## src/rtl/mul_unit.sv

```systemverilog
// Iterative radix-2 shift-add multiplier for MUL/MLA/UMULL/SMULL with a Start/Busy/Done handshake.
// Fixed WIDTH+2 edge latency; results and flags are written only in the FIX cycle.
module mul_unit #(
  parameter int WIDTH = 32
) (
  input  logic             clk,
  input  logic             reset,
  input  logic             Start,
  input  logic [1:0]       Mode,
  input  logic [WIDTH-1:0] SrcA,
  input  logic [WIDTH-1:0] SrcB,
  input  logic [WIDTH-1:0] AccIn,
  output logic [WIDTH-1:0] ResultLo,
  output logic [WIDTH-1:0] ResultHi,
  output logic [1:0]       MulFlags,
  output logic             Busy,
  output logic             Done
);

  localparam int CW = $clog2(WIDTH);
  localparam logic [1:0] M_MUL = 2'b00, M_MLA = 2'b01, M_SMULL = 2'b11;
  localparam logic [CW-1:0]      CNT_INIT = CW'(WIDTH - 1);
  localparam logic [CW-1:0]      ONE_C    = {{(CW-1){1'b0}}, 1'b1};
  localparam logic [WIDTH-1:0]   ONE_W    = {{(WIDTH-1){1'b0}}, 1'b1};
  localparam logic [2*WIDTH-1:0] ONE_2W   = {{(2*WIDTH-1){1'b0}}, 1'b1};

  typedef enum logic [1:0] {IDLE, RUN, FIX, DONE} state_t;

  state_t             state_q, state_d;
  logic [CW-1:0]      cnt_q, cnt_d;
  logic [2*WIDTH-1:0] prod_q, prod_d;
  logic [WIDTH-1:0]   mcand_q, mcand_d;
  logic [WIDTH-1:0]   acc_q, acc_d;
  logic [WIDTH-1:0]   lo_q, lo_d;
  logic [WIDTH-1:0]   hi_q, hi_d;
  logic [1:0]         mode_q, mode_d;
  logic [1:0]         flags_q, flags_d;
  logic               sign_q, sign_d;

  logic               accept;
  logic               smull_in;
  logic [WIDTH-1:0]   mag_a, mag_b;
  logic [WIDTH:0]     add_sum;
  logic [2*WIDTH-1:0] full;

  assign accept   = Start && (state_q == IDLE || state_q == DONE);
  assign smull_in = (Mode == M_SMULL);
  // Two's-complement negate maps -2^(W-1) onto 2^(W-1), which is exact as unsigned.
  assign mag_a    = (smull_in && SrcA[WIDTH-1]) ? (~SrcA + ONE_W) : SrcA;
  assign mag_b    = (smull_in && SrcB[WIDTH-1]) ? (~SrcB + ONE_W) : SrcB;

  // Upper half keeps its carry-out so the right shift never loses a product bit.
  assign add_sum  = {1'b0, prod_q[2*WIDTH-1:WIDTH]} + {1'b0, (prod_q[0] ? mcand_q : {WIDTH{1'b0}})};
  assign full     = (mode_q == M_SMULL && sign_q) ? (~prod_q + ONE_2W) : prod_q;

  always_comb begin
    state_d = state_q;
    cnt_d   = cnt_q;
    prod_d  = prod_q;
    mcand_d = mcand_q;
    acc_d   = acc_q;
    mode_d  = mode_q;
    sign_d  = sign_q;
    lo_d    = lo_q;
    hi_d    = hi_q;
    flags_d = flags_q;
    case (state_q)
      IDLE, DONE: begin
        if (accept) begin
          mode_d  = Mode;
          mcand_d = mag_a;
          acc_d   = AccIn;
          sign_d  = smull_in && (SrcA[WIDTH-1] ^ SrcB[WIDTH-1]);
          prod_d  = {{WIDTH{1'b0}}, mag_b};
          cnt_d   = CNT_INIT;
          state_d = RUN;
        end else begin
          state_d = IDLE;
        end
      end
      RUN: begin
        prod_d = {add_sum, prod_q[WIDTH-1:1]};
        if (cnt_q == '0) state_d = FIX;
        else             cnt_d   = cnt_q - ONE_C;
      end
      FIX: begin
        case (mode_q)
          M_MUL: begin
            lo_d = full[WIDTH-1:0];
            hi_d = '0;
          end
          M_MLA: begin
            lo_d = full[WIDTH-1:0] + acc_q;
            hi_d = '0;
          end
          default: begin
            lo_d = full[WIDTH-1:0];
            hi_d = full[2*WIDTH-1:WIDTH];
          end
        endcase
        if (mode_q[1]) flags_d = {hi_d[WIDTH-1], ({hi_d, lo_d} == '0)};
        else           flags_d = {lo_d[WIDTH-1], (lo_d == '0)};
        state_d = DONE;
      end
      default: state_d = IDLE;
    endcase
  end

  always_ff @(posedge clk or negedge reset) begin
    if (!reset) begin
      state_q <= IDLE;
      cnt_q   <= '0;
      prod_q  <= '0;
      mcand_q <= '0;
      acc_q   <= '0;
      mode_q  <= '0;
      sign_q  <= 1'b0;
      lo_q    <= '0;
      hi_q    <= '0;
      flags_q <= '0;
    end else begin
      state_q <= state_d;
      cnt_q   <= cnt_d;
      prod_q  <= prod_d;
      mcand_q <= mcand_d;
      acc_q   <= acc_d;
      mode_q  <= mode_d;
      sign_q  <= sign_d;
      lo_q    <= lo_d;
      hi_q    <= hi_d;
      flags_q <= flags_d;
    end
  end

  assign ResultLo = lo_q;
  assign ResultHi = hi_q;
  assign MulFlags = flags_q;
  assign Busy     = (state_q == RUN) || (state_q == FIX);
  assign Done     = (state_q == DONE);

endmodule

```

## config.mk

```make
export PLATFORM = sky130hd
export DESIGN_NAME = mul_unit
export DESIGN_NICKNAME = d
export VERILOG_FILES = /design/src/rtl/mul_unit.sv
export SDC_FILE = /design/constraint.sdc
export NUM_CORES = 1
export LEC_CHECK = 0
export ABC_AREA = 1
export CORE_MARGIN = 2
export CORE_UTILIZATION = 35
export CTS_CLUSTER_DIAMETER = 50
export DETAILED_ROUTE_END_ITERATION = 10
export DONT_BUFFER_PORTS = 1
export GPL_TIMING_DRIVEN = 0
export PLACE_DENSITY = 0.57
export SYNTH_ARGS = -nofsm -noshare
export SYNTH_HDL_FRONTEND = slang
export SYNTH_SLANG_ARGS = --single-unit
```

## constraint.sdc

```tcl
create_clock -name clk -period 4.3 [get_ports clk]
set_input_delay 0.215 -clock clk [delete_from_list [all_inputs] [get_ports clk]]
set_output_delay 0.215 -clock clk [all_outputs]
set_load 0.03 [all_outputs]
```

==> reports/metrics.yaml <==
cts_hold_buf: 104
synthCells: 2548
cts_buffers: 31
path_cells: "buf_6 > inv_2 > ha_2 > nand2_2 > nor2_4 > nand2_1 > o21ai_4 > xor2_2 > ha_1 > nand2_1 > nor2_1 > nand2_1 > nor4_1 > nand2_1 > nand2_1 > nand2_1 > nand3_1 > nand2_1 > nor2_1 > nand3_1 > nor2_1 > nand3_1 > nand2_1"
drt_iter0_markers: 1191
status: "finished, violations left"
fill_cells: 4867
synth-main-ff-cell: "dfrtp_1"
core_um2: 46360
layout_setup_ws_ns: 0.2378
worst_ep_required_time_ns: 4.84
grt_start_max_net_pins: 205
switching_share: 0.5576
holdWs_ns: -0.6892
vias: 17340
clock.fmax_ghz: 0.2462
viasPerCell: 5.227
min_path_type: "in2async"
place_congestion: 0.9577
grt_first_pass_wirelength_um: 98080
cp_top_family: "simple AND/OR/NAND/NOR gates"
ys_seq_elements: 204
p_seq_frac: 0.254
irDropWorstVdd_mv: 0.4750
cp_slowest_cell: "dfrtp_1"
max_stage_delay_ns: 0.40
cts_tree: "done"
path_common_cell: "nand2_1"
antenna_found_initial: 1
tightest_slew_ns: 1.207
yosysUniqueCellTypes: 55
placementRows: 79
fin_util: 0.4165
syn_nets: 2729
cp-start-kind: "register"
slew_headroom: 0.1952
syn-mean-instance-area_um2: 6.422
p_per_area_nw_per_um2: 852.6
power_frac_clock: 0.153
p_sw_w: 0.009180
clock_skew_ns: 0.01175
syn_area_um2: 16360
maxSlewViolCount: 0
final_cell_mix: "nand2_1 (789), inv_1 (292), nor2_1 (280), dfrtp_1 (204), nand3_1 (201)"
final_common_cell: "nand2_1"
fin_crit_sh: 0.9447
yosys_warnings: 0
die_area_um2: 48500
hpwl_um: 51810
io_buffers: 0
overflow: 0
synth_enable_flop_cells: 0
wl_um: 65020
ios: 169
hold_viol_final: 204
drc_errors: 0
first_global_vias: 16950
cts_sinks: 204
async_reset_ff_frac: 1.000
maxCapViolations: 0
first_pass_iters: 5
path_buf_inv: 2
min_period_ns: 4.062
yosysSeqAreaShare: 0.3120
pwr-share-comb: 0.593
ant_nets: 0
globalRouteTotalUtil: 0.2654
worst-setup-path-type: "reg2reg"
failed_checks: "hold timing"
setup_violations: 0
end_kind: "register"
drive_gt1_frac: 0.04762
fp.dieH_um: 220.2
cp_max_fo: 18
initial_core_util: 0.3530
clock_latency_ns: 0.60
synthToLayoutAreaGrowth_pct: 18.01
dp_slack_ns: -0.3835
setup_tns_ns: 0
clockBufferDepth: 3
nets: 2868
die_w_um: 220.2
total_leakage_power_nw: 9.740
clk_pin_slew_ns: 0.06
htree_levels: 1
post_drt_wl_per_cell_um: 19.60
p_int_w: 0.007283
cts_root_buf: "clkbuf_16"
cp.arrival_ns: 4.60
[sequential cells by signal (all words and copies together) (netlist names)]
name / flops
mcand_q: 32
mode_q: 2
acc_q: 32
cnt_q: 5
prod_q: 64
MulFlags: 2
ResultHi: 32
sign_q: 1
ResultLo: 32
state_q: 2
[final timing paths]
check / start / endpoint / slack, ns / cells past startpoint
max: prod_q[0]$_DFFE_PN0P_ / MulFlags[0]$_DFFE_PN0P_ / 0.24 / 23
min: reset / acc_q[10]$_DFFE_PN0P_ / -0.69 / 0
max reg2reg: prod_q[0]$_DFFE_PN0P_ / MulFlags[0]$_DFFE_PN0P_ / 0.24 / 23
min reg2reg: mcand_q[15]$_DFFE_PN0P_ / mcand_q[15]$_DFFE_PN0P_ / 0.48 / 2
max in group asynchronous: reset / mcand_q[29]$_DFFE_PN0P_ / 4.64 / 0
min in group clk: SrcA[25] / mcand_q[31]$_DFFE_PN0P_ / 0.03 / 4
[routing by layer]
layer	up-vias	wire length, um	global-route usage
met3	130	4578	0.04536
met5	-	0	0
li1	8582	-	-
met1	8094	28700	0.3499
met2	532	29300	0.4358
met4	0	2451	0.09709
[worst reg2reg max path: cells and delay by family, from the launching register on]
kind,cells,cell delay (ns)
AOI/OAI and AO/OA,1,0.36
xor gates and xnor gates,1,0.15
adders and majority gates,2,0.65
buffers and inverters,2,0.35
DFF,1,0.40
and+or+nand+nor,17,2.08
[stage by stage]
stage / area [um^2] / instances / total power, W / hold slack [ns]
final: 19310 / 3317 / 0.01646 / -0.6892
after global placement: 17120 / 3155 / 0.01352 / -0.06839
after CTS: 19240 / 3316 / 0.01635 / -0.7045
after floorplan: 16360 / 2548 / 0.01053 / -0.08059
after detailed placement: 17120 / 3155 / 0.01362 / -0.06893
after global routing: 19310 / 3316 / 0.01794 / -0.7038
[what timing repair did]
item                                    4_1_cts  5_1_grt
endpoints found under the hold margin       303      204
cloned                                        0        0
pin swaps                                     2        1
buffers inserted                              3        0
endpoints found under the setup margin        3        1
resized for setup                             9       19
[cell families (layout without fill, tap and decap cells)]
| group | Yosys count | in the layout | synth area share |
|---|---|---|---|
| other cells | 0 | 1 | 0 |
| compound gates | 426 | 426 | 0.1453 |
| simple gates | 1402 | 1402 | 0.3596 |
| xor+xnor | 61 | 61 | 0.03265 |
| fa+ha+maj | 80 | 80 | 0.06209 |
| buf+inv | 375 | 536 | 0.08839 |
| flops | 204 | 204 | 0.3120 |
[power by group through the flow]
| stage | clock network [W] | logic (W) | registers [W] |
|---|---|---|---|
| after floorplan | 0 | 0.00671 | 0.00382 |
| after global placement | 0 | 0.00933 | 0.00419 |
| after detailed placement | 0 | 0.00942 | 0.00420 |
| after CTS | 0.00256 | 0.00961 | 0.00418 |
| after global routing | 0.00264 | 0.0110 | 0.00430 |
| final | 0.00252 | 0.00976 | 0.00419 |
[layout make-up]
| cell class | count | area, um^2 | area share |
|---|---|---|---|
| Tap cell | 607 | 759.5 | 0.03933 |
| Antenna cell | 1 | 2.502 | 0.0001296 |
| Multi-Input combinational cell | 1969 | 9918 | 0.5136 |
| Inverter | 302 | 1134 | 0.05871 |
| Sequential cell | 204 | 5105 | 0.2644 |
| Clock inverter | 19 | 202.7 | 0.01050 |
| Clock buffer | 36 | 814.5 | 0.04218 |
| Buffer | 72 | 310.3 | 0.01607 |
| Timing Repair Buffer | 107 | 1064 | 0.05508 |
[cells in the mapped netlist, types with 5 or more instances]
| library cell | n | area [um^2] |
|---|---|---|
| buf_4 | 5 | 37.54 |
| xor2_1 | 47 | 411.6 |
| o21ai_1 | 17 | 85.08 |
| a21o_1 | 6 | 45.04 |
| xnor2_1 | 14 | 122.6 |
| nor3_1 | 29 | 145.1 |
| inv_1 | 293 | 1100 |
| or2_2 | 7 | 43.79 |
| and2_1 | 5 | 31.28 |
| nand3b_1 | 12 | 90.09 |
| buf_1 | 10 | 37.54 |
| nand4_1 | 38 | 237.7 |
| o31ai_1 | 10 | 75.07 |
| clkbuf_1 | 52 | 195.2 |
| nand3_1 | 201 | 1006 |
| nand2_1 | 792 | 2973 |
| ha_1 | 78 | 975.9 |
| o22ai_1 | 11 | 68.82 |
| inv_2 | 6 | 22.52 |
| o21ai_0 | 195 | 975.9 |
| dfrtp_1 | 204 | 5105 |
| a21oi_1 | 114 | 570.6 |
| nor2_1 | 286 | 1074 |
| nor3_2 | 5 | 50.05 |
| nand2_2 | 5 | 31.28 |
| o221ai_1 | 6 | 52.55 |
| a31oi_1 | 30 | 187.7 |
| o211ai_1 | 12 | 90.09 |
(Power assumes the default switching activity.)
